==> src/rtl/multicycle_control.sv <==
// Multi-cycle MIPS control sequencer: one FSM steps each instruction through
// fetch/decode/execute/memory/writeback and drives datapath strobes per state.
module multicycle_control (
   input  logic       clk,
   input  logic       rst_n,
   input  logic [5:0] opcode,
   input  logic       mem_ready,
   output logic [3:0] state,
   output logic       pc_write,
   output logic       pc_write_cond,
   output logic [1:0] pc_source,
   output logic       iord,
   output logic       mem_read,
   output logic       mem_write,
   output logic       ir_write,
   output logic       memto_reg,
   output logic       reg_dst,
   output logic       reg_write,
   output logic       alu_src_a,
   output logic [1:0] alu_src_b,
   output logic [1:0] alu_op,
   output logic       instr_done,
   output logic       illegal_op
);

   localparam int unsigned OP_W = 6;

   localparam logic [OP_W-1:0] OP_RTYPE = 6'b000000;
   localparam logic [OP_W-1:0] OP_LW    = 6'b100011;
   localparam logic [OP_W-1:0] OP_SW    = 6'b101011;
   localparam logic [OP_W-1:0] OP_BEQ   = 6'b000100;
   localparam logic [OP_W-1:0] OP_J     = 6'b000010;

   localparam logic [1:0] PCSRC_ALU   = 2'b00;
   localparam logic [1:0] PCSRC_OUT   = 2'b01;
   localparam logic [1:0] PCSRC_JUMP  = 2'b10;
   localparam logic [1:0] SRCB_REG    = 2'b00;
   localparam logic [1:0] SRCB_FOUR   = 2'b01;
   localparam logic [1:0] SRCB_IMM    = 2'b10;
   localparam logic [1:0] SRCB_SHIMM  = 2'b11;
   localparam logic [1:0] ALU_ADD     = 2'b00;
   localparam logic [1:0] ALU_SUB     = 2'b01;
   localparam logic [1:0] ALU_FUNCT   = 2'b10;

   typedef enum logic [3:0] {
      S_RESET    = 4'd0,
      S_FETCH    = 4'd1,
      S_DECODE   = 4'd2,
      S_MEM_ADDR = 4'd3,
      S_MEM_RD   = 4'd4,
      S_MEM_WB   = 4'd5,
      S_MEM_WR   = 4'd6,
      S_R_EXEC   = 4'd7,
      S_R_WB     = 4'd8,
      S_BRANCH   = 4'd9,
      S_JUMP     = 4'd10
   } state_t;

   state_t state_q;
   state_t state_d;

   // State register; reset is synchronous so it can abandon a stalled access.
   always_ff @(posedge clk) begin
      if (!rst_n) begin
         state_q <= S_RESET;
      end else begin
         state_q <= state_d;
      end
   end

   assign state = 4'(state_q);

   // Next state and per-state datapath strobes.
   always_comb begin
      state_d       = state_q;
      pc_write      = 1'b0;
      pc_write_cond = 1'b0;
      pc_source     = PCSRC_ALU;
      iord          = 1'b0;
      mem_read      = 1'b0;
      mem_write     = 1'b0;
      ir_write      = 1'b0;
      memto_reg     = 1'b0;
      reg_dst       = 1'b0;
      reg_write     = 1'b0;
      alu_src_a     = 1'b0;
      alu_src_b     = SRCB_REG;
      alu_op        = ALU_ADD;
      instr_done    = 1'b0;
      illegal_op    = 1'b0;

      case (state_q)
         S_RESET: begin
            state_d = S_FETCH;
         end

         // PC+4 computed on the shared ALU while the instruction is read.
         S_FETCH: begin
            mem_read  = 1'b1;
            alu_src_b = SRCB_FOUR;
            ir_write  = mem_ready;
            pc_write  = mem_ready;
            state_d   = mem_ready ? S_DECODE : S_FETCH;
         end

         // Branch target computed speculatively into ALUOut.
         S_DECODE: begin
            alu_src_b = SRCB_SHIMM;
            case (opcode)
               OP_RTYPE:     state_d = S_R_EXEC;
               OP_LW, OP_SW: state_d = S_MEM_ADDR;
               OP_BEQ:       state_d = S_BRANCH;
               OP_J:         state_d = S_JUMP;
               default: begin
                  illegal_op = 1'b1;
                  instr_done = 1'b1;
                  state_d    = S_FETCH;
               end
            endcase
         end

         S_MEM_ADDR: begin
            alu_src_a = 1'b1;
            alu_src_b = SRCB_IMM;
            state_d   = (opcode == OP_LW) ? S_MEM_RD : S_MEM_WR;
         end

         S_MEM_RD: begin
            mem_read = 1'b1;
            iord     = 1'b1;
            state_d  = mem_ready ? S_MEM_WB : S_MEM_RD;
         end

         S_MEM_WB: begin
            memto_reg  = 1'b1;
            reg_write  = 1'b1;
            instr_done = 1'b1;
            state_d    = S_FETCH;
         end

         S_MEM_WR: begin
            mem_write  = 1'b1;
            iord       = 1'b1;
            instr_done = mem_ready;
            state_d    = mem_ready ? S_FETCH : S_MEM_WR;
         end

         S_R_EXEC: begin
            alu_src_a = 1'b1;
            alu_op    = ALU_FUNCT;
            state_d   = S_R_WB;
         end

         S_R_WB: begin
            reg_dst    = 1'b1;
            reg_write  = 1'b1;
            instr_done = 1'b1;
            state_d    = S_FETCH;
         end

         S_BRANCH: begin
            alu_src_a     = 1'b1;
            alu_op        = ALU_SUB;
            pc_write_cond = 1'b1;
            pc_source     = PCSRC_OUT;
            instr_done    = 1'b1;
            state_d       = S_FETCH;
         end

         S_JUMP: begin
            pc_write   = 1'b1;
            pc_source  = PCSRC_JUMP;
            instr_done = 1'b1;
            state_d    = S_FETCH;
         end

         default: begin
            state_d = S_RESET;
         end
      endcase
   end

endmodule

==> config.mk <==
export PLATFORM = sky130hd
export DESIGN_NAME = multicycle_control
export DESIGN_NICKNAME = d
export VERILOG_FILES = /design/src/rtl/multicycle_control.sv
export SDC_FILE = /design/constraint.sdc
export NUM_CORES = 1
export LEC_CHECK = 0
export ABC_AREA = 1
export CAP_MARGIN = 0
export CELL_PAD_IN_SITES_DETAIL_PLACEMENT = 1
export CELL_PAD_IN_SITES_GLOBAL_PLACEMENT = 2
export CORE_MARGIN = 2
export CORE_UTILIZATION = 17
export CTS_BUF_LIST = sky130_fd_sc_hd__clkbuf_2 sky130_fd_sc_hd__clkbuf_4 sky130_fd_sc_hd__clkbuf_8
export CTS_CLUSTER_DIAMETER = 30
export DETAILED_ROUTE_END_ITERATION = 8
export GPL_ROUTABILITY_DRIVEN = 0
export HOLD_SLACK_MARGIN = 0.08
export PLACE_DENSITY = 0.83
export SLEW_MARGIN = 20
export SYNTH_ARGS = -nofsm -noshare
export SYNTH_HDL_FRONTEND = slang
export SYNTH_SLANG_ARGS = --single-unit
==> constraint.sdc <==
create_clock -name clk -period 2.8 [get_ports clk]
set_input_delay 0.42 -clock clk [delete_from_list [all_inputs] [get_ports clk]]
set_output_delay 0.42 -clock clk [all_outputs]
set_load 0.05 [all_outputs]
# Yosys cells after proc, flatten, opt, wreduce, memory -nomap -nowiden
# Cells that the tools add are included.
# Widths: inputs -> output; s select.
[classes] muxes=22 reduce_logical=10 eq_ne=14
[ops] operator="$pmux 4 s7" n=1
[ops] operator="$eq 4x3->1 const B" n=4
[ops] operator="$pmux 4 s4" n=1
[ops] operator="$eq 4x4->1 const B" n=3
[ops] operator="$eq 6x6->1 const B" n=2
[ops] operator="$mux 1" n=12
[ops] operator="$reduce_or 5->1" n=2
[ops] operator="$eq 4x2->1 const B" n=2
[ops] operator="$pmux 2 s2" n=2
[ops] operator="$reduce_or 2->1" n=4
[ops] operator="$eq 6x2->1 const B" n=1
[ops] operator="$eq 6x3->1 const B" n=1
[ops] operator="$logic_not 6->1" n=1
[ops] operator="$pmux 2 s3" n=1
[ops] operator="$eq 4x1->1 const B" n=1
[ops] operator="$logic_not 4->1" n=1
[ops] operator="$mux 2" n=2
[ops] operator="$reduce_or 4->1" n=1
[ops] operator="$mux 3" n=1
[ops] operator="$pmux 1 s3" n=1
[ops] operator="$reduce_or 3->1" n=1
[ops] operator="$pmux 1 s2" n=1
[word_totals] out_inout_bits=22 inputBits=9 elab_cells=47 ff_bits=4

# Depth between registers and ports, before layout
# Gate-level depths: netlist of the first run.
[depth] word_depth=4 ltp_mapped=7 ltp_nobuf=7

# Worst setup path after synthesis of the first run
# No wires, ideal clock.
[synth_path] kind="flip-flop to output port" start="register state_q[3] (netlist: state[3])" end="output pc_write" path_stages_with_launch=5 n_path_buf=0 slack_ns=0.152 t_required_ns=2.380 arrival_ns=2.228 path_cell_list="dfxtp_1 inv_2 nor2_1 inv_1 o21ai_0"
[synth_via] elab_chain_len=2 elab_cells_between_ends=3 cone_classes="eq/ne (2); mux (1)"
[synth_lines] item="from (decl)" line_no="59" text="state_t state_q;"
[synth_lines] item="from (signal assigned)" line_no="67" text="state_q <= state_d;"
[synth_lines] item="$eq 4x4->1 / $eq 4x1->1 (equally long branches)" line_no="92" text="case (state_q)"
[synth_lines] item="$pmux 1 s2 (*)" line_no="92"
[synth_lines] item="to (decl)" line_no="9" text="output logic pc_write,"
# Every way passes the cells marked *; elsewhere a longest branch is shown, timed or not.

# Worst setup path in the final report of the first run
[layout_path] start="register state_q[3] (netlist: state[3])" end="output pc_source[0]"
[layout_via] elab_chain_len=2 elab_cells_between_ends=3 cone_classes="eq/ne (2); mux (1)"
[layout_lines] item="$eq 4x4->1" line_no="92"
[layout_lines] item="$pmux 2 s2 (*)" line_no="92"
[layout_lines] item="to (decl)" line_no="11" text="output logic [1:0] pc_source,"
# Marked as above.

==> impl_metrics.ini, run 1 <==
[pwr]
combPwrFrac_pct = 54.5
switchingPower_mw = 0.143
p_int_mw = 0.165
ir_drop_mv = 0.157
leakagePower_nw = 0.389
netSwitchingFraction_pct = 46.4
power_mw = 0.308
clkPwrFrac_pct = 23.9
sequentialPowerShare_pct = 21.6
p_per_area_nw_per_um2 = 369

[synth]
synth_cells = 92
synth_fa_ha_area_share_pct = 0
yosysWarnings = 0
synth_area_um2 = 494
synth_xor_area_share_pct = 0
synth_simple_gate_area_share_pct = 57.0
synth.distinct_cells = 17
ys_ff_latch = 4
synth_nets = 101
synthMuxAreaShare_pct = 0
seq_area_frac_synth_pct = 16.2
synth_compound_area_share_pct = 9.37
avgSynthCellArea_um2 = 5.37
synth_top_family_by_area = simple AND/OR/NAND/NOR gates

[die]
start_util_pct = 17.9
io_pins = 31
die_h_um = 57.9
row_count = 19
core_area_um2 = 2760
die-area_um2 = 3350
die_x_um = 57.9

[drt]
vias = 647
antenna_left = 0
initialDrtViolationCount = 7
totalWireLength_um = 1600
vias_per_cell = 4.20
drt_first_pass_iters = 4
routedWlPerCell_um = 10.4
drc = 0

[clock_network]
insertion_delay_ns = 0.24
clockBufferDepth = 2
clkSlewWorstSetupHoldPaths_ns = 0.04
cts_made_buffers = 3
clockRootBuffer = clkbuf_4
cts_sinks = 4
post_cts_resized = 0
cts_tree = yes
post-cts-setup-buffers = 0
postCtsHoldBufs = 0
cts_max_level = 1

[global_route]
grt_max_degree = 7
grt_pass1_vias = 611
grt_pass1_wl_um = 2580
grt_antenna_before_repair = 0
grt.total_usage_pct = 10.2
grt_overflow = 0

[finish]
fin_nets = 134
final_cell_mix = clkdlybuf4s50_1 (28), nor2_1 (23), nand2_1 (18), inv_1 (14), nand3_1 (8)
antenna_cells = 0
area_growth_syn_to_layout_pct = 69.1
largest_reg_flops = 4
area.sequential_um2 = 80.1
final_cells = 154
drive_above_1_share_pct = 15.4
multi_input_area_um2 = 328
final_common_cell = clkdlybuf4s50_1
fill_cells = 370

[sta]
hold_violations = 0
period_minus_slack_ns = 2.50
finalSetupViolCount = 0
worst-slew-pin-transition_ns = 0.509
tns_ns = 0
fmax_mhz = 400
clock_skew_ns = 0.00198
slew_headroom_pct = 66.0
drv_slew = 0
rsz0062_at_grt = no
period_share_pct = 89.4

[hold_path]
hold_class = flop to flop

[critical_path]
crit_slowest_cell = clkdlybuf4s50_1
critical_path_required_ns = 2.38
cpMostUsedCell = nor2_1
rrSetupSlack_ns = 1.65
crit_family = buffers and inverters
crit_buf_inv = 3
crit_chain = inv_2, nor2_1, inv_1, nor2_1, clkdlybuf4s50_1
worstSetupPathType = flop to primary output
critPathArrivalTime_ns = 2.08
path_max_fanout = 6
max_stage_delay_ns = 0.84
start_kind = flop
cp-end-kind = primary output

[outcome]
status = complete, no violations

[place]
dp.cells = 151
dpl.hpwl_um = 1400
port_buffers = 30

[job]
drv_cap = 0
-- tightest hold or removal path, stage by stage (launching register included) --
cell and delay, ns:
dfxtp_1 0.33, inv_2 0.11, nand3_1 0.08, nand4_1 0.07, nor2_1 0.04, nor2_1 0.07
-- path summary, 6_finish.rpt --
path / start / endpoint / depth (start not counted)
max: state[3] / pc_source[0] / 5
min: state[0] / state[0] / 5
max reg2reg: state[3] / state[1] / 7
min reg2reg: state[0] / state[0] / 5
-- synth_stat cells --
| library cell | count | area share, % |
|---|---|---|
| buf_4 | 2 | 3.0 |
| inv_2 | 5 | 3.8 |
| a21oi_1 | 2 | 2.0 |
| nor2_1 | 23 | 17 |
| nand4_1 | 2 | 2.5 |
| inv_1 | 14 | 11 |
| nand2_1 | 18 | 14 |
| o22ai_1 | 1 | 1.3 |
| nand3_1 | 8 | 8.1 |
| o21ai_0 | 3 | 3.0 |
| nor2_2 | 1 | 1.3 |
| a21oi_2 | 1 | 1.8 |
| nand2_2 | 2 | 2.5 |
| nand2_4 | 2 | 4.6 |
| nor2_4 | 3 | 6.8 |
| dfxtp_1 | 4 | 16 |
| a31oi_1 | 1 | 1.3 |
-- cell type report --
| type | instances | share of cell area [%] |
|---|---|---|
| Multi-Input combinational cell | 67 | 39.2 |
| Timing Repair Buffer | 30 | 35.3 |
| Sequential cell | 4 | 9.58 |
| Inverter | 19 | 8.53 |
| Tap cell | 31 | 4.64 |
| Clock buffer | 3 | 2.69 |
-- through the flow --
step                hold WS (ns)  utilization [%]  area, um2  setup WS, ns
floorplan                  0.582                -        494         0.152
CTS                        0.747             30.3        836         0.251
global placement           0.743             29.5        813         0.417
detailed placement         0.735             29.5        813         0.413
global route               0.812             30.3        836         0.165
finish                     0.736             30.3        836         0.297
-- power by group through the flow --
stage	clock, mW	combinational, mW	sequential, mW
floorplan	0	0.0982	0.0808
global placement	0	0.170	0.0677
detailed placement	0	0.170	0.0677
CTS	0.0792	0.171	0.0667
global route	0.0794	0.180	0.0678
finish	0.0738	0.168	0.0666
-- logic make-up (layout without fill, tap and decap cells) --
logic type | count (synthesis) | count (layout)
DFF | 4 | 4
AOI/OAI and AO/OA | 8 | 8
buffers and inverters | 21 | 52
and+or+nand+nor | 59 | 59
-- layer usage --
layer	vias up	routed length (um)	global-route usage, %
li1	344	-	-
met1	277	683	12.1
met2	24	805	17.5
met3	2	97	1.34
met4	0	12	5.98
met5	-	0	0
(Power assumes the default switching activity.)
==> run 2: changes to the inputs <==
--- a/config.mk
+++ b/config.mk
@@ -16,7 +16,7 @@
 export DETAILED_ROUTE_END_ITERATION = 8
 export GPL_ROUTABILITY_DRIVEN = 0
 export HOLD_SLACK_MARGIN = 0.08
-export PLACE_DENSITY = 0.83
+export PLACE_DENSITY = 0.87
 export SLEW_MARGIN = 20
 export SYNTH_ARGS = -nofsm -noshare
 export SYNTH_HDL_FRONTEND = slang
==> impl_metrics.ini, run 2 (synthesis results as in run 1) <==
[finish]
drive_above_1_share_pct = 15.4
stdcell_area_um2 = 836
final_common_cell = clkdlybuf4s50_1
antenna_cells = 0
area_growth_syn_to_layout_pct = 69.1
fin_nets = 134
largest_reg_flops = 4
final_cells = 154
final_cell_mix = clkdlybuf4s50_1 (28), nor2_1 (23), nand2_1 (18), inv_1 (14), nand3_1 (8)

[outcome]
status = complete, no violations

[drt]
vias_per_cell = 4.21
vias = 649
drt_first_pass_iters = 3
routedWlPerCell_um = 10.5
antenna_left = 0
initialDrtViolationCount = 8
drc = 0
totalWireLength_um = 1610

[clock_network]
cts_max_level = 1
clockBufferDepth = 2
insertion_delay_ns = 0.23
post-cts-setup-buffers = 0
postCtsHoldBufs = 0
cts_made_buffers = 3
clockRootBuffer = clkbuf_4
cts_sinks = 4
post_cts_resized = 0
cts_tree = yes
clkSlewWorstSetupHoldPaths_ns = 0.04

[critical_path]
crit_family = buffers and inverters
crit_buf_inv = 3
crit_slowest_cell = clkdlybuf4s50_1
start_kind = flop
path_max_fanout = 6
crit_chain = inv_2, nor2_1, inv_1, nor2_1, clkdlybuf4s50_1
critPathArrivalTime_ns = 2.06
cp-end-kind = primary output
max_stage_delay_ns = 0.84
cpMostUsedCell = nor2_1
critical_path_required_ns = 2.38
worstSetupPathType = flop to primary output
rrSetupSlack_ns = 1.66

[place]
placed_cell_area_um2 = 813
dpl.hpwl_um = 1430
port_buffers = 30
dp.cells = 151

[job]
drv_cap = 0

[pwr]
leakagePower_nw = 0.389
p_per_area_nw_per_um2 = 365
ir_drop_mv = 0.116

[die]
die_x_um = 57.9
start_util_pct = 17.9
die-area_um2 = 3350
die_h_um = 57.9
row_count = 19
io_pins = 31
core_area_um2 = 2760

[global_route]
grt_pass1_wl_um = 2720
grt.total_usage_pct = 10.4
grt_antenna_before_repair = 0
grt_overflow = 0
grt_pass1_vias = 639
grt_max_degree = 7

[sta]
period_minus_slack_ns = 2.48
drv_slew = 0
fin_hold_ws_ns = 0.749
clock_skew_ns = 0.00190
fmax_mhz = 404
hold_violations = 0
worst-slew-pin-transition_ns = 0.517
period_share_pct = 88.5
tns_ns = 0
slew_headroom_pct = 65.4
rsz0062_at_grt = no
finalSetupViolCount = 0

[hold_path]
hold_class = flop to flop
run 2: cell counts in the layout (fill, tap and decap cells not counted):
No cell type changed its count.
run 2: layer usage:
| metal | vias to the layer above | track usage (%) | routed length (um) |
|---|---|---|---|
| met2 | 17 | 19.2 | 863 |
| met4 | 0 | 3.99 | 0 |
| li1 | 341 | - | - |
| met5 | - | 0 | 0 |
| met3 | 0 | 1.56 | 75 |
| met1 | 291 | 11.9 | 675 |
run 2: worst reg2reg max path, delay by kind of cell, from the launching register on:
| kind | cells | cell delay, ns |
|---|---|---|
| simple gates | 6 | 0.49 |
| buf+inv | 1 | 0.11 |
| flops | 1 | 0.44 |
run 2: stage by stage:
| stage | total power, mW | util, % | setup WS (ns) |
|---|---|---|---|
| floorplan | 0.179 | - | 0.152 |
| global placement | 0.238 | 29.5 | 0.461 |
| detailed placement | 0.239 | 29.5 | 0.424 |
| CTS | 0.312 | 30.3 | 0.277 |
| global route | 0.326 | 30.3 | 0.156 |
| finish | 0.305 | 30.3 | 0.323 |
run 2: report_power, final:
group / total (mW) / internal [mW] / leakage [nW] / switching (mW)
Sequential: 0.0672 / 0.0614 / 0.0327 / 0.00575
Clock: 0.0687 / 0.0478 / 0.0138 / 0.0209
Combinational: 0.169 / 0.0557 / 0.343 / 0.113
run 2: cell type report:
class,instances,area (um2)
clock buffer,3,22.5
fill,372,1920
inverter,19,71.3
multi-input combinational,67,328
sequential,4,80.1
tap,31,38.8
timing repair buffer,30,295
run 2: final timing paths:
path	cells after the start	end	from
worst max register to register	7	state[1]	state[3]
worst min register to register	4	state[3]	state[0]
worst min-delay path	4	state[3]	state[0]
worst max-delay path	5	pc_write_cond	state[3]
==> run 3: changes to the inputs <==
--- a/config.mk
+++ b/config.mk
@@ -9,7 +9,7 @@
 export CAP_MARGIN = 0
 export CELL_PAD_IN_SITES_DETAIL_PLACEMENT = 1
 export CELL_PAD_IN_SITES_GLOBAL_PLACEMENT = 2
-export CORE_MARGIN = 2
+export CORE_MARGIN = 5
 export CORE_UTILIZATION = 17
 export CTS_BUF_LIST = sky130_fd_sc_hd__clkbuf_2 sky130_fd_sc_hd__clkbuf_4 sky130_fd_sc_hd__clkbuf_8
 export CTS_CLUSTER_DIAMETER = 30
==> impl_metrics.ini, run 3 (synthesis results as in run 1) <==
[critical_path]
crit_buf_inv = 3
cp-end-kind = primary output
start_kind = flop
crit_slowest_cell = clkdlybuf4s50_1
crit_path_start = state[3]
crit_chain = inv_2, nor2_1, inv_1, nor2_1, clkdlybuf4s50_1
timing.rr.start = state[3]
critPathArrivalTime_ns = 2.06
critical_path_required_ns = 2.38
crit_family = buffers and inverters
worstSetupPathType = flop to primary output
path_max_fanout = 6
cpMostUsedCell = nor2_1
max_stage_delay_ns = 0.83
rrSetupSlack_ns = 1.66

[drt]
antenna_left = 0
drc = 0
routedWlPerCell_um = 10.9
vias_per_cell = 4.22
totalWireLength_um = 1680
initialDrtViolationCount = 9
vias = 650
drt_first_pass_iters = 3

[global_route]
grt.total_usage_pct = 8.18
grt_pass1_wl_um = 2710
grt_max_degree = 7
grt_pass1_vias = 639
grt_overflow = 0
grt_antenna_before_repair = 0

[sta]
finalSetupViolCount = 0
fin_ws_ns = 0.320
period_minus_slack_ns = 2.48
hold_violations = 0
drv_slew = 0
fmax_mhz = 403
period_share_pct = 88.6
clock_skew_ns = 0.00164
tns_ns = 0
rsz0062_at_grt = no
slew_headroom_pct = 66.0
worst-slew-pin-transition_ns = 0.508
fin_hold_ws_ns = 0.743

[hold_path]
worst_hold_startpoint = state[0]
hold_class = flop to flop

[pwr]
power_mw = 0.307
leakagePower_nw = 0.389
p_per_area_nw_per_um2 = 368
ir_drop_mv = 0.116

[die]
start_util_pct = 17.8
die-area_um2 = 4090
io_pins = 31
core_area_um2 = 2780
die_x_um = 63.9
row_count = 19
die_h_um = 63.9

[finish]
stdcell_area_um2 = 836
final_cells = 154
final_cell_mix = clkdlybuf4s50_1 (28), nor2_1 (23), nand2_1 (18), inv_1 (14), nand3_1 (8)
final_common_cell = clkdlybuf4s50_1
fin_util_pct = 30.0
drive_above_1_share_pct = 15.4
area_growth_syn_to_layout_pct = 69.1
antenna_cells = 0
fin_nets = 134
largest_reg_flops = 4

[clock_network]
clockBufferDepth = 2
cts_tree = yes
cts_max_level = 1
cts_sinks = 4
post_cts_resized = 0
clkSlewWorstSetupHoldPaths_ns = 0.04
cts_made_buffers = 3
postCtsHoldBufs = 0
post-cts-setup-buffers = 0
clockRootBuffer = clkbuf_4
insertion_delay_ns = 0.24

[job]
drv_cap = 0

[place]
dpl.hpwl_um = 1520
dp.cells = 151
port_buffers = 30
placed_cell_area_um2 = 813
place_ws_ns = 0.425

[outcome]
status = complete, no violations
run 3: cell counts in the layout (fill, tap and decap cells not counted):
Identical to the previous run, type by type.
run 3: final cells by class:
cell class	instances	area (um2)
well taps	31	38.8
inverters	19	71.3
repair buffers	30	295
flip-flops and latches	4	80.1
clock buffers	3	22.5
fillers	370	1950
multi-input cells	67	328
run 3: metal layers:
layer	up-vias	GRT usage [%]	share of wire [%]
met4	0	5.45	1.0
met1	286	8.47	38
li1	343	-	-
met5	-	0	0
met2	19	15.6	56
met3	2	0.350	4.9
run 3: path summary, 6_finish.rpt:
path                                endpoint  cells after the start
worst min register to register      state[3]                      4
worst max register to register      state[1]                      7
worst max-delay path            pc_source[0]                      5
worst min-delay path                state[3]                      4
run 3: tightest hold or removal path, delay by kind of cell (launching register included):
| family | cells | cell delay (ns) |
|---|---|---|
| AO/OA/AOI/OAI | 1 | 0.11 |
| flip-flops | 1 | 0.33 |
| AND/OR/NAND/NOR | 3 | 0.25 |
run 3: power by group:
group	internal (mW)	switching [mW]	leakage [nW]
logic	0.0557	0.113	0.343
registers	0.0614	0.00571	0.0327
clock network	0.0480	0.0239	0.0138
total	0.165	0.142	0.389
